<file path="src/rtl/btn_debounce.sv">
// Multi-channel push-button debouncer: 2-flop synchronizer, per-channel stability counter,
// edge pulses. Define BTN_DEBOUNCE_PRESS_CNT_EN to add 8-bit per-channel press counters.
module btn_debounce #(
    parameter int unsigned IN_WIDTH        = 4,
    parameter int unsigned DEBOUNCE_CYCLES = 1000000
) (
    input  logic                  aclk,
    input  logic                  arst,
    input  logic [IN_WIDTH-1:0]   btn_in,
    output logic [IN_WIDTH-1:0]   btn_state,
    output logic [IN_WIDTH-1:0]   btn_rise,
    output logic [IN_WIDTH-1:0]   btn_fall,
    output logic [8*IN_WIDTH-1:0] press_cnt
);

    localparam int unsigned CNT_W = $clog2(DEBOUNCE_CYCLES);
    localparam logic [CNT_W-1:0] CNT_MAX = CNT_W'(DEBOUNCE_CYCLES - 1);

    logic [IN_WIDTH-1:0] sync1;
    logic [IN_WIDTH-1:0] sync2;
    logic [IN_WIDTH-1:0] accept_c;
    logic [CNT_W-1:0]    cnt      [IN_WIDTH];
    logic [CNT_W-1:0]    cnt_next [IN_WIDTH];

    // Any sample matching the current level restarts the count; acceptance also clears it.
    always_comb begin
        accept_c = '0;
        for (int i = 0; i < int'(IN_WIDTH); i++) begin
            cnt_next[i] = '0;
            if (sync2[i] != btn_state[i]) begin
                if (cnt[i] == CNT_MAX) begin
                    accept_c[i] = 1'b1;
                end else begin
                    cnt_next[i] = cnt[i] + CNT_W'(1);
                end
            end
        end
    end

    always_ff @(posedge aclk) begin
        if (arst) begin
            sync1     <= '0;
            sync2     <= '0;
            btn_state <= '0;
            btn_rise  <= '0;
            btn_fall  <= '0;
            for (int i = 0; i < int'(IN_WIDTH); i++) begin
                cnt[i] <= '0;
            end
        end else begin
            sync1     <= btn_in;
            sync2     <= sync1;
            btn_state <= btn_state ^ accept_c;
            btn_rise  <= accept_c & sync2;
            btn_fall  <= accept_c & ~sync2;
            for (int i = 0; i < int'(IN_WIDTH); i++) begin
                cnt[i] <= cnt_next[i];
            end
        end
    end

`ifdef BTN_DEBOUNCE_PRESS_CNT_EN
    logic [7:0] press_q [IN_WIDTH];

    // Counts accepted presses; wraps naturally at 8 bits.
    always_ff @(posedge aclk) begin
        if (arst) begin
            for (int i = 0; i < int'(IN_WIDTH); i++) begin
                press_q[i] <= '0;
            end
        end else begin
            for (int i = 0; i < int'(IN_WIDTH); i++) begin
                if (btn_rise[i]) begin
                    press_q[i] <= press_q[i] + 8'd1;
                end
            end
        end
    end

    always_comb begin
        press_cnt = '0;
        for (int i = 0; i < int'(IN_WIDTH); i++) begin
            press_cnt[8*i +: 8] = press_q[i];
        end
    end
`else
    assign press_cnt = '0;
`endif

endmodule
</file>
<file path="config.mk">
export PLATFORM = sky130hd
export DESIGN_NAME = btn_debounce
export DESIGN_NICKNAME = d
export VERILOG_FILES = /design/src/rtl/btn_debounce.sv
export SDC_FILE = /design/constraint.sdc
export NUM_CORES = 1
export LEC_CHECK = 0
export ABC_AREA = 1
export CAP_MARGIN = 20
export CORE_MARGIN = 4
export CORE_UTILIZATION = 56
export DETAILED_ROUTE_END_ITERATION = 8
export MAX_ROUTING_LAYER = met4
export PLACE_DENSITY = 0.78
export SYNTH_ARGS = -nofsm -noshare
export SYNTH_HDL_FRONTEND = slang
export SYNTH_SLANG_ARGS = --single-unit
</file>
<file path="constraint.sdc">
create_clock -name aclk -period 1.8 [get_ports aclk]
set_input_delay 0.36 -clock aclk [delete_from_list [all_inputs] [get_ports aclk]]
set_output_delay 0.36 -clock aclk [all_outputs]
set_load 0.03 [all_outputs]
</file>
==> Word level (Yosys, flattened, before mapping) <==
Memories as Yosys holds them, arrays and structs flattened.
Cells that the tools add are included.
{ "word_totals": {"reg_bits": 20, "ramBits": 80, "input_bits": 6, "out_inout_bits": 44, "wordCells": 49, "n_memories": 1} }
{ "op_classes": {"n_addsub": 4, "eq_ne": 8, "muxes": 23, "bitwise_logic": 8} }
{ "mem_list": {"columns": ["name", "depth", "width", "rd", "rd_clocked_by_memory_dff", "wr", "line_no", "text"], "rows": [
  ["cnt", 4, 20, 4, 0, 4, "22", "logic [CNT_W-1:0] cnt [IN_WIDTH];"]
]} }
{ "op_table": {"columns": ["cell", "n"], "rows": [
  ["two-way mux 20 bit", 12],
  ["adder 20 x 1 -> 20 bit, second input constant", 4],
  ["== test 20 bit, second input constant", 4],
  ["two-way mux 1 bit", 11],
  ["AND 4 bit", 2],
  ["inequality test 1 bit", 4],
  ["inverter 4 bit", 1],
  ["OR 1 bit", 4],
  ["bitwise XOR 4 bit", 1]
]} }

==> Logic depth before layout (Yosys ltp) <==
Gate-level depths: netlist of run 1.
An unclocked memory read counts as a cell.
{ "depth": {"depth_word": 5, "depth_mapped": 9, "depth_no_buf": 9} }

==> Worst setup path after synthesis of run 1 <==
Ideal clock, no wire load.
{ "synth_timing": {"path_kind": "register to register", "start": "mem cnt[3][0] (netlist name)", "end": "mem cnt[3][11] (netlist name)", "setup_ps": 115, "t_arrival_ps": 1258, "t_required_ps": 1685, "setup_slack_ps": 428, "stages_incl_launch_ff": 8, "n_path_buf": 1, "synth_period_minus_slack_ps": 1372, "cell_sequence": "dfxtp_1 ha_1 nand3_1 nor2_1 nand3_2 nand2_4 buf_6 nor2_1"} }
{ "synth_lines": {"columns": ["item", "line_no"], "rows": [
  ["start, declared", "22"]
]} }

==> Worst setup path after layout of run 1 <==
{ "layout_timing": {"start": "reg btn_rise[0]", "end": "out btn_rise[0]"} }
{ "layout_lines": {"columns": ["item", "line_no", "text"], "rows": [
  ["start, declared", "11", "output logic [IN_WIDTH-1:0] btn_rise,"],
  ["start signal, assigned", "54", "btn_rise <= accept_c & sync2;"]
]} }
No word-level cell between the ends.

==> results of run 1 <==
final cells by class:
cell class / instances / area [sq um]
Clock buffer: 9 / 124
Clock inverter: 7 / 58.8
Fill cell: 804 / 3320
Inverter: 80 / 305
Multi-Input combinational cell: 540 / 2690
Sequential cell: 100 / 2000
Tap cell: 108 / 135
Timing Repair Buffer: 22 / 219
where the power goes:
group / total [mW] / switching (mW) / internal [mW]
Clock: 1.36 / 0.836 / 0.525
Combinational: 0.163 / 0.134 / 0.0285
Sequential: 2.23 / 0.00576 / 2.22
how the worst max path moves through the flow:
| stage | cells past startpoint | startpoint | endpoint |
|---|---|---|---|
| finish | 1 | btn_rise[0]$_SDFF_PP0_ | btn_rise[0] |
| global placement | 5 | arst | btn_fall[2]$_SDFF_PP0_ |
| detailed placement | 5 | arst | btn_fall[2]$_SDFF_PP0_ |
| CTS | 1 | register | btn_state[0] |
| global route | 1 | btn_rise[0]$_SDFF_PP0_ | btn_rise[0] |
| floorplan | 7 | cnt[3][0]$_SDFF_PP0_ | cnt[3][11]$_SDFF_PP0_ |
routing by layer:
layer  GRT usage [%]  vias up
met5               -        -
met4            5.41        0
met3            4.41       12
met2            32.1      108
met1            23.2     1961
li1                -     2264
registers in the layout, indices dropped and copies added, names as in the netlist, named ones only:
signal	cells
sync2	4
btn_fall	4
btn_rise	4
cnt	80
sync1	4
per-stage QoR:
step | power, mW | setup slack (ps) | area (sq um) | cells | utilization [%]
floorplan | 2.48 | 428 | 5300 | 758 | -
global placement | 2.44 | 85.1 | 5330 | 850 | 60.2
finish | 3.75 | 30.4 | 5530 | 866 | 62.5
CTS | 3.79 | 0.492 | 5510 | 866 | 62.3
detailed placement | 2.44 | 69.4 | 5330 | 850 | 60.2
global route | 3.90 | 1.47 | 5530 | 866 | 62.5
logic make-up (layout without fill, tap and decap cells):
kind of cell / count (synthesis) / after routing / synth area share [%]
simple gates: 424 / 424 / 37.3
buf+inv: 118 / 118 / 12.0
flops: 100 / 100 / 38.6
compound gates: 46 / 46 / 5.36
xor+xnor: 34 / 34 / 5.74
fa+ha+maj: 4 / 4 / 0.965
other cells: 1 / 32 / 0.0723
Yosys cell counts, drive strengths merged (9+ instances only):
master | count | area (sq um)
xor2 | 17 | 149
o21ai | 9 | 60.1
buf | 37 | 310
xnor2 | 17 | 149
nand3 | 59 | 320
inv | 80 | 305
a21oi | 36 | 210
nand4 | 19 | 119
dfxtp | 100 | 2000
nand2 | 151 | 602
nor2 | 173 | 752
placed cells by master (no fill, tap or decap), types with 5 or more instances in the layout:
cell type        count
nand3_1             54
nand2_1            145
nand4_1             19
buf_4                5
nand3_2              5
a21oi_1             32
nor2_4               5
xnor2_1             17
dfxtp_1            100
nor3_1               5
conb_1              32
o21ai_0              5
nor2_1             140
inv_1               77
clkbuf_8             9
nor2_2              28
dlymetal6s2s_1       5
xor2_1              17
clkdlybuf4s50_1     11
timing repair:
item,CTS,global route
pin swaps,0,0
endpoints found under the setup margin,1,7
gates resized for setup,1,7
==> run_results.csv, run 1 <==
group,metric,value,unit
run_status,status,"completed",
power,p_per_area,679,nW/um^2
timing,rsz0062_at_grt,"no",
floorplanning,num_io_pins,50,
floorplanning,initial_utilization,58.6,%
hold_path,hold_class,"reg2reg",
logic_synthesis,netlist_instances,727,
clocking,clockBufferDepth,2,
timing,max_freq,565,MHz
hold_path,min_path_cells,2,
logic_synthesis,ys.flop_type,"dfxtp_1",
timing,hold_viol,0,
routing,avgRoutedWirePerCell,11.4,um
clocking,cts_inserted_buffers,9,
job,max-cap-violations,0,
worst_setup_path,slowest_delay,680,ps
worst_setup_path,critical_path.slowest_cell,"clkdlybuf4s50_1",
place,hpwl,7430,um
logic_synthesis,avgSynthCellArea,7.13,sq um
clocking,holdBufCountCts,0,
power,peakVddDrop,0.455,mV
worst_setup_path,cp-end-kind,"output port",
routing,vias,4345,
cells_and_area,num_antenna_cells,0,
logic_synthesis,synth_edf_count,0,
logic_synthesis,synth-seq-area-share,38.6,%
place,io_buffer_count,17,
hold_path,hold_start,"sync1[0]$_SDFF_PP0_",
worst_setup_path,arrival,1410,ps
clocking,h-tree-depth,3,
clocking,cts_sinks,100,
clocking,cts-root-buf,"clkbuf_8",
routing,drt_pass1_iterations,5,
routing,wl_met3,490,um
routing,finalWirelength,9910,um
floorplanning,fp.coreArea,8850,sq um
cells_and_area,area_growth,6.61,%
routing,vias_per_cell,5.02,
global_routing,grt_overflow_total,0,
worst_setup_path,critPathTopFamily,"buffers and inverters",
logic_synthesis,yosysWarnings,0,
routing,antenna_left,0,
worst_setup_path,cp.buffers_inverters,1,
global_routing,grt_use_total,19.2,%
global_routing,grt_pass1_vias,3908,
worst_setup_path,ff2ff_path_depth,6,
timing,setup_viol,0,
logic_synthesis,ys_ff_latch,100,
clocking,clk_pin_slew,100,ps
timing,finalSetupTns,0,ps
clocking,cts_tree,"done",
floorplanning,rows,34,
timing,maxSlewViolCount,0,
worst_setup_path,crit_path_start_kind,"register",
routing,routed.top_layer,"met4",
worst_setup_path,crit_type,"reg2out",
logic_synthesis,synth_area,5190,sq um
worst_setup_path,crit_chain,"clkdlybuf4s50_1",
place,gp_congestion,0.883,
timing,fin_crit_sh,98.3,%
timing,finClkSkew,9.10,ps
routing,drc_errors,0,
hold_path,hold-path-endpoint,"sync2[0]$_SDFF_PP0_",
cells_and_area,drive_above_1_share,10.6,%
worst_setup_path,cp.required,1440,ps
global_routing,grt_start_max_net_pins,19,
floorplanning,dieArea,10900,sq um
worst_setup_path,worst-path-max-fanout,1,
worst_setup_path,reg2reg_from,"cnt[1][0]$_SDFF_PP0_",
clocking,post_cts_buffers,0,
power,p_leak,1.88,nW
routing,dr_wl_met2,4820,um
logic_synthesis,yosysUniqueCellTypes,34,
global_routing,grt_pass1_wl,17200,um
routing,detail_route.iter0.violations,157,
routing,wl_met1,4480,um
clocking,worstSkewPairLatency,370,ps
floorplanning,die_w,104,um
cells_and_area,final_net_count,763,
worst_setup_path,rr_endpoint,"cnt[1][19]$_SDFF_PP0_",
timing,whs,420,ps
floorplanning,die_h,104,um
timing,period_minus_slack,1770,ps
logic_synthesis,async_reset_ff_share,0,%
worst_setup_path,r2r_setup_slack,170,ps
global_routing,antenna_found_initial,0,
(Power assumes the default switching activity.)
==> inputs of run 2 (changes only) <==
--- a/config.mk
+++ b/config.mk
@@ -8,10 +8,10 @@
 export ABC_AREA = 1
 export CAP_MARGIN = 20
 export CORE_MARGIN = 4
-export CORE_UTILIZATION = 56
+export CORE_UTILIZATION = 45
 export DETAILED_ROUTE_END_ITERATION = 8
 export MAX_ROUTING_LAYER = met4
-export PLACE_DENSITY = 0.78
+export PLACE_DENSITY = 0.65
 export SYNTH_ARGS = -nofsm -noshare
 export SYNTH_HDL_FRONTEND = slang
 export SYNTH_SLANG_ARGS = --single-unit
==> run 2 against run 1 <==
Against the previous run:
- first-iteration DRC count is 30% higher
- sequential power barely moved
- cell count up 3.5%
- critical path depth did not move
- hold slack worse by 19 ps
- non-clock buffer count is 2 lower
- critical path type unchanged
==> run_results.csv, run 2 (same netlist as run 1, synthesis figures left out) <==
group,metric,value,unit
place,gp_congestion,0.869,
floorplanning,rows,38,
timing,period_minus_slack,1750,ps
floorplanning,die_h,115,um
clocking,clk_pin_slew,60,ps
cells_and_area,drive_above_1_share,10.3,%
worst_setup_path,worst-path-max-fanout,2,
clocking,h-tree-depth,3,
power,p_leak,1.86,nW
place,place_inst,880,
clocking,clockBufferDepth,2,
global_routing,grt_use_total,16.7,%
place,hpwl,7470,um
clocking,post_cts_buffers,0,
cells_and_area,final_cell_mix,"nand2_1, nor2_1, dfxtp_1, inv_1, nand3_1",
worst_setup_path,cp-end-kind,"output port",
timing,finClkSkew,4.52,ps
timing,max_freq,572,MHz
global_routing,grt_overflow_total,0,
routing,drc_errors,0,
routing,drt_pass1_iterations,4,
worst_setup_path,r2r_setup_slack,200,ps
hold_path,hold_class,"reg2reg",
global_routing,antenna_found_initial,0,
global_routing,grt_start_max_net_pins,19,
global_routing,grt_pass1_vias,4016,
power,p_per_area,781,nW/um^2
place,io_buffer_count,17,
timing,worst_slack,51.9,ps
worst_setup_path,crit_path_start_kind,"register",
worst_setup_path,crit_type,"reg2out",
cells_and_area,final_common_cell,"nand2_1",
cells_and_area,final_net_count,761,
routing,finalWirelength,9900,um
cells_and_area,largest_register_ffs,80,
floorplanning,fp.coreArea,11100,sq um
timing,hold_viol,0,
clocking,cts-root-buf,"clkbuf_16",
floorplanning,num_io_pins,50,
clocking,worstSkewPairLatency,350,ps
worst_setup_path,arrival,1390,ps
cells_and_area,n_fill_cell,1109,
timing,fin_crit_sh,97.1,%
clocking,cts_inserted_buffers,9,
timing,finalSetupTns,0,ps
power,peakVddDrop,0.911,mV
worst_setup_path,slowest_delay,690,ps
job,max-cap-violations,0,
cells_and_area,top_register,"cnt",
worst_setup_path,critPathTopFamily,"buffers and inverters",
routing,avgRoutedWirePerCell,11.0,um
routing,detail_route.iter0.violations,204,
floorplanning,initial_utilization,46.8,%
cells_and_area,ff_latch_area,2000,sq um
routing,antenna_left,0,
worst_setup_path,cp.buffers_inverters,1,
cells_and_area,final_cells,896,
global_routing,grt_pass1_wl,17600,um
routing,vias,4220,
routing,vias_per_cell,4.71,
floorplanning,dieArea,13300,sq um
timing,rsz0062_at_grt,"no",
cells_and_area,area_growth,9.70,%
clocking,cts_tree,"done",
timing,maxSlewViolCount,0,
cells_and_area,multi_input_area,2690,sq um
cells_and_area,num_antenna_cells,0,
worst_setup_path,critical_path.slowest_cell,"clkdlybuf4s50_1",
worst_setup_path,crit_chain,"clkdlybuf4s50_1",
timing,setup_viol,0,
place,pre_cts_ws,49.8,ps
worst_setup_path,cp.required,1440,ps
run_status,status,"completed",
clocking,cts_sinks,100,
floorplanning,die_w,115,um
==> run 2: metrics by stage <==
stage / hold slack (ps) / power (mW) / instance area [sq um] / utilization (%)
6_report: 401 / 4.44 / 5690 / 51.4
5_1_grt: 425 / 4.61 / 5690 / 51.4
4_1_cts: 400 / 4.50 / 5680 / 51.2
3_5_place_dp: 396 / 2.44 / 5360 / 48.3
3_3_place_gp: 394 / 2.44 / 5360 / 48.3
2_1_floorplan: 388 / 2.48 / 5300 / -
==> run 2: final cells by class <==
cell class | count | share of cell area, %
multi-input cells | 540 | 47.3
flip-flops and latches | 100 | 35.2
inverters | 80 | 5.37
clock buffers | 13 | 4.93
repair buffers | 20 | 3.41
well taps | 140 | 3.08
clock inverters | 3 | 0.748
==> run 2: per-layer routing <==
metal  global-route usage [%]  vias to the layer above  routed length [um]
met3                     4.42                        9                 360
met1                     20.1                     1890                4810
met5                        -                        -                   0
li1                         -                     2265                   -
met2                     27.3                       56                4630
met4                     5.09                        0                 101
==> run 2: final timing paths <==
kind / startpoint / cells past startpoint / to
max: register / 1 / btn_state[1]
min reg2reg: sync1[1]$_SDFF_PP0_ / 2 / sync2[1]$_SDFF_PP0_
max reg2reg: cnt[3][0]$_SDFF_PP0_ / 6 / cnt[3][14]$_SDFF_PP0_
min: sync1[1]$_SDFF_PP0_ / 2 / sync2[1]$_SDFF_PP0_
==> run 2: what timing repair did <==
item	4_1_cts	5_1_grt
gates resized for setup	1	4
setup endpoints to repair	1	5
hold buffers	0	0
==> run 2: power by group <==
group / switching, mW / internal [mW] / total [mW]
Combinational: 0.133 / 0.0278 / 0.161
Sequential: 0.00563 / 2.22 / 2.23
Clock: 0.828 / 1.23 / 2.06
Total: 0.967 / 3.48 / 4.44
==> inputs of run 3 (changes only) <==
--- a/config.mk
+++ b/config.mk
@@ -10,8 +10,7 @@
 export CORE_MARGIN = 4
 export CORE_UTILIZATION = 45
 export DETAILED_ROUTE_END_ITERATION = 8
-export MAX_ROUTING_LAYER = met4
-export PLACE_DENSITY = 0.65
+export PLACE_DENSITY = 0.68
 export SYNTH_ARGS = -nofsm -noshare
 export SYNTH_HDL_FRONTEND = slang
 export SYNTH_SLANG_ARGS = --single-unit
==> constraint.sdc (replaced) <==
create_clock -name aclk -period 1.6 [get_ports aclk]
set_input_delay 0.32 -clock aclk [delete_from_list [all_inputs] [get_ports aclk]]
set_output_delay 0.32 -clock aclk [all_outputs]
set_load 0.03 [all_outputs]
==> run 3 against run 2 <==
Against the previous run:
- global-route usage down 0.21 points
- final area is 2.6% higher
- non-clock buffer count grew 16
- clock skew rose by 2.5 ps
- sequential share of layout area decreased by 0.90 points
- register-to-register slack worse by 90 ps
- clock-buffer cell count decreased by 3
- utilization rose by 1.3 points
- combinational power rose by 22%
- die area unchanged
==> run_results.csv, run 3 (same netlist as run 1, synthesis figures left out) <==
group,metric,value,unit
run_status,status,"completed",
clocking,post_cts_buffers,0,
worst_setup_path,rr_endpoint,"cnt[2][12]$_SDFF_PP0_",
cells_and_area,area_growth,12.6,%
hold_path,hold_class,"reg2reg",
cells_and_area,largest_register_ffs,80,
global_routing,grt_use_total,16.5,%
clocking,cts_tree,"done",
cells_and_area,multi_input_area,2740,sq um
worst_setup_path,cp.required,1830,ps
cells_and_area,top_register,"cnt",
floorplanning,die_w,115,um
routing,drc_errors,0,
timing,rsz0062_at_grt,"yes",
power,p_comb_share,3.9,%
timing,period_minus_slack,1490,ps
floorplanning,initial_utilization,46.8,%
hold_path,hold-path-endpoint,"sync2[0]$_SDFF_PP0_",
worst_setup_path,reg2reg_from,"cnt[2][0]$_SDFF_PP0_",
cells_and_area,final_cell_mix,"nand2_1, nor2_1, dfxtp_1, inv_1, nand3_1",
worst_setup_path,crit_chain,"ha_1 > nand3_2 > nor2_4 > nand3_2 > nand2_4 > nor2_1",
worst_setup_path,crit_type,"reg2reg",
timing,max_freq,672,MHz
clocking,holdBufCountCts,0,
routing,drt_pass1_iterations,5,
timing,finClkSkew,7.01,ps
global_routing,grt_start_max_net_pins,19,
routing,detail_route.iter0.violations,252,
worst_setup_path,cp.buffers_inverters,0,
worst_setup_path,worst_path_most_repeated_cell,"nand3_2",
floorplanning,dieArea,13300,sq um
clocking,clockBufferDepth,2,
worst_setup_path,slowest_delay,390,ps
power,switching_power,1.12,mW
global_routing,antenna_found_initial,0,
timing,fin_crit_sh,93.0,%
cells_and_area,num_antenna_cells,0,
worst_setup_path,critical_path.slowest_cell,"dfxtp_1",
worst_setup_path,worst-path-max-fanout,18,
cells_and_area,ff_latch_area,2000,sq um
cells_and_area,final_common_cell,"nand2_1",
cells_and_area,n_fill_cell,1090,
power,p_sw_share,22.2,%
place,hpwl,7750,um
worst_setup_path,arrival,1710,ps
power,power_frac_seq,49.5,%
worst_setup_path,r2r_setup_slack,110,ps
routing,antenna_left,0,
floorplanning,die_h,115,um
power,pwr-share-clk,46.6,%
cells_and_area,drive_above_1_share,12.7,%
clocking,cts_inserted_buffers,9,
worst_setup_path,critPathTopFamily,"simple AND/OR/NAND/NOR gates",
clocking,worstSkewPairLatency,340,ps
cells_and_area,final_net_count,778,
hold_path,min_path_cells,2,
clocking,cts-root-buf,"clkbuf_16",
global_routing,grt_pass1_vias,4088,
worst_setup_path,cp-end-kind,"register",
worst_setup_path,crit_path_start_kind,"register",
routing,finalWirelength,10400,um
global_routing,grt_overflow_total,0,
routing,vias_per_cell,4.76,
cells_and_area,final_cells,913,
cells_and_area,utilization,52.7,%
timing,finalSetupTns,0,ps
timing,worst_slack,113,ps
timing,setup_viol,0,
clocking,h-tree-depth,3,
clocking,clk_pin_slew,70,ps
place,pre_cts_ws,-81.1,ps
floorplanning,num_io_pins,50,
floorplanning,rows,38,
power,peakVddDrop,0.769,mV
place,io_buffer_count,17,
place,gp_congestion,0.902,
routing,avgRoutedWirePerCell,11.4,um
worst_setup_path,ff2ff_path_depth,6,
global_routing,grt_pass1_wl,17900,um
power,internal_power,3.93,mW
timing,maxSlewViolCount,0,
power,p_leak,1.98,nW
hold_path,hold_start,"sync1[0]$_SDFF_PP0_",
clocking,cts_sinks,100,
floorplanning,fp.coreArea,11100,sq um
timing,hold_viol,0,
place,place_inst,896,
power,fin_total_pwr,5.06,mW
job,max-cap-violations,0,
routing,vias,4349,
power,p_per_area,866,nW/um^2
[run 3: cell types whose count changed in the layout (fill, tap and decap cells not counted), sizes merged]
cell / delta
buf: +16
clkinvlp: -1
dlygate4sd2: +11
clkdlybuf4s50: -10
inv: +3
nand2: +1
dlymetal6s2s: -1
bufinv: +1
clkbuf: -3
[run 3: worst max path at each step]
stage                              start                    end  cells after the start
floorplan           cnt[3][0]$_SDFF_PP0_  cnt[3][11]$_SDFF_PP0_                      7
global placement                    arst   cnt[1][3]$_SDFF_PP0_                      6
detailed placement                  arst   cnt[1][3]$_SDFF_PP0_                      6
CTS                 cnt[3][1]$_SDFF_PP0_  cnt[3][18]$_SDFF_PP0_                      8
global route        cnt[2][0]$_SDFF_PP0_  cnt[2][10]$_SDFF_PP0_                      6
finish              cnt[2][0]$_SDFF_PP0_  cnt[2][12]$_SDFF_PP0_                      6
[run 3: final cells by class]
type | instances | area share (%)
Clock buffer | 10 | 3.92
Clock inverter | 6 | 1.61
Inverter | 80 | 5.23
Multi-Input combinational cell | 541 | 46.8
Sequential cell | 100 | 34.3
Tap cell | 140 | 3.00
Timing Repair Buffer | 36 | 5.10
[run 3: through the flow]
stage | instance area, sq um | hold slack (ps)
CTS | 5780 | 407
global placement | 5480 | 393
floorplan | 5300 | 388
global route | 5840 | 432
finish | 5840 | 402
detailed placement | 5480 | 398
[run 3: routing by layer]
metal  up-vias  GRT usage (%)  part of all wire (%)
met5         -              0                     0
met4         0           5.01                  0.92
met3         8           4.00                   4.3
met2        72           28.0                    48
met1      1967           20.7                    47
li1       2302              -                     -
[run 3: worst min-delay path, cell delays in order (launching register included)]
cell     delay (ps)
dfxtp_1         300
inv_1            40
nor2_1           30
[run 3: what timing repair did]
action                                  4_1_cts  5_1_grt
pin swaps                                     0        1
hold endpoints to repair                      0        0
gates cloned                                  0        1
gates resized for setup                      12       10
endpoints found under the setup margin       12       22
[run 3: power by group through the flow]
stage / clock network, mW / registers (mW) / logic [mW]
CTS: 2.42 / 2.50 / 0.193
detailed placement: 0 / 2.56 / 0.193
global placement: 0 / 2.56 / 0.191
floorplan: 0 / 2.56 / 0.224
global route: 2.51 / 2.51 / 0.214
finish: 2.35 / 2.50 / 0.196
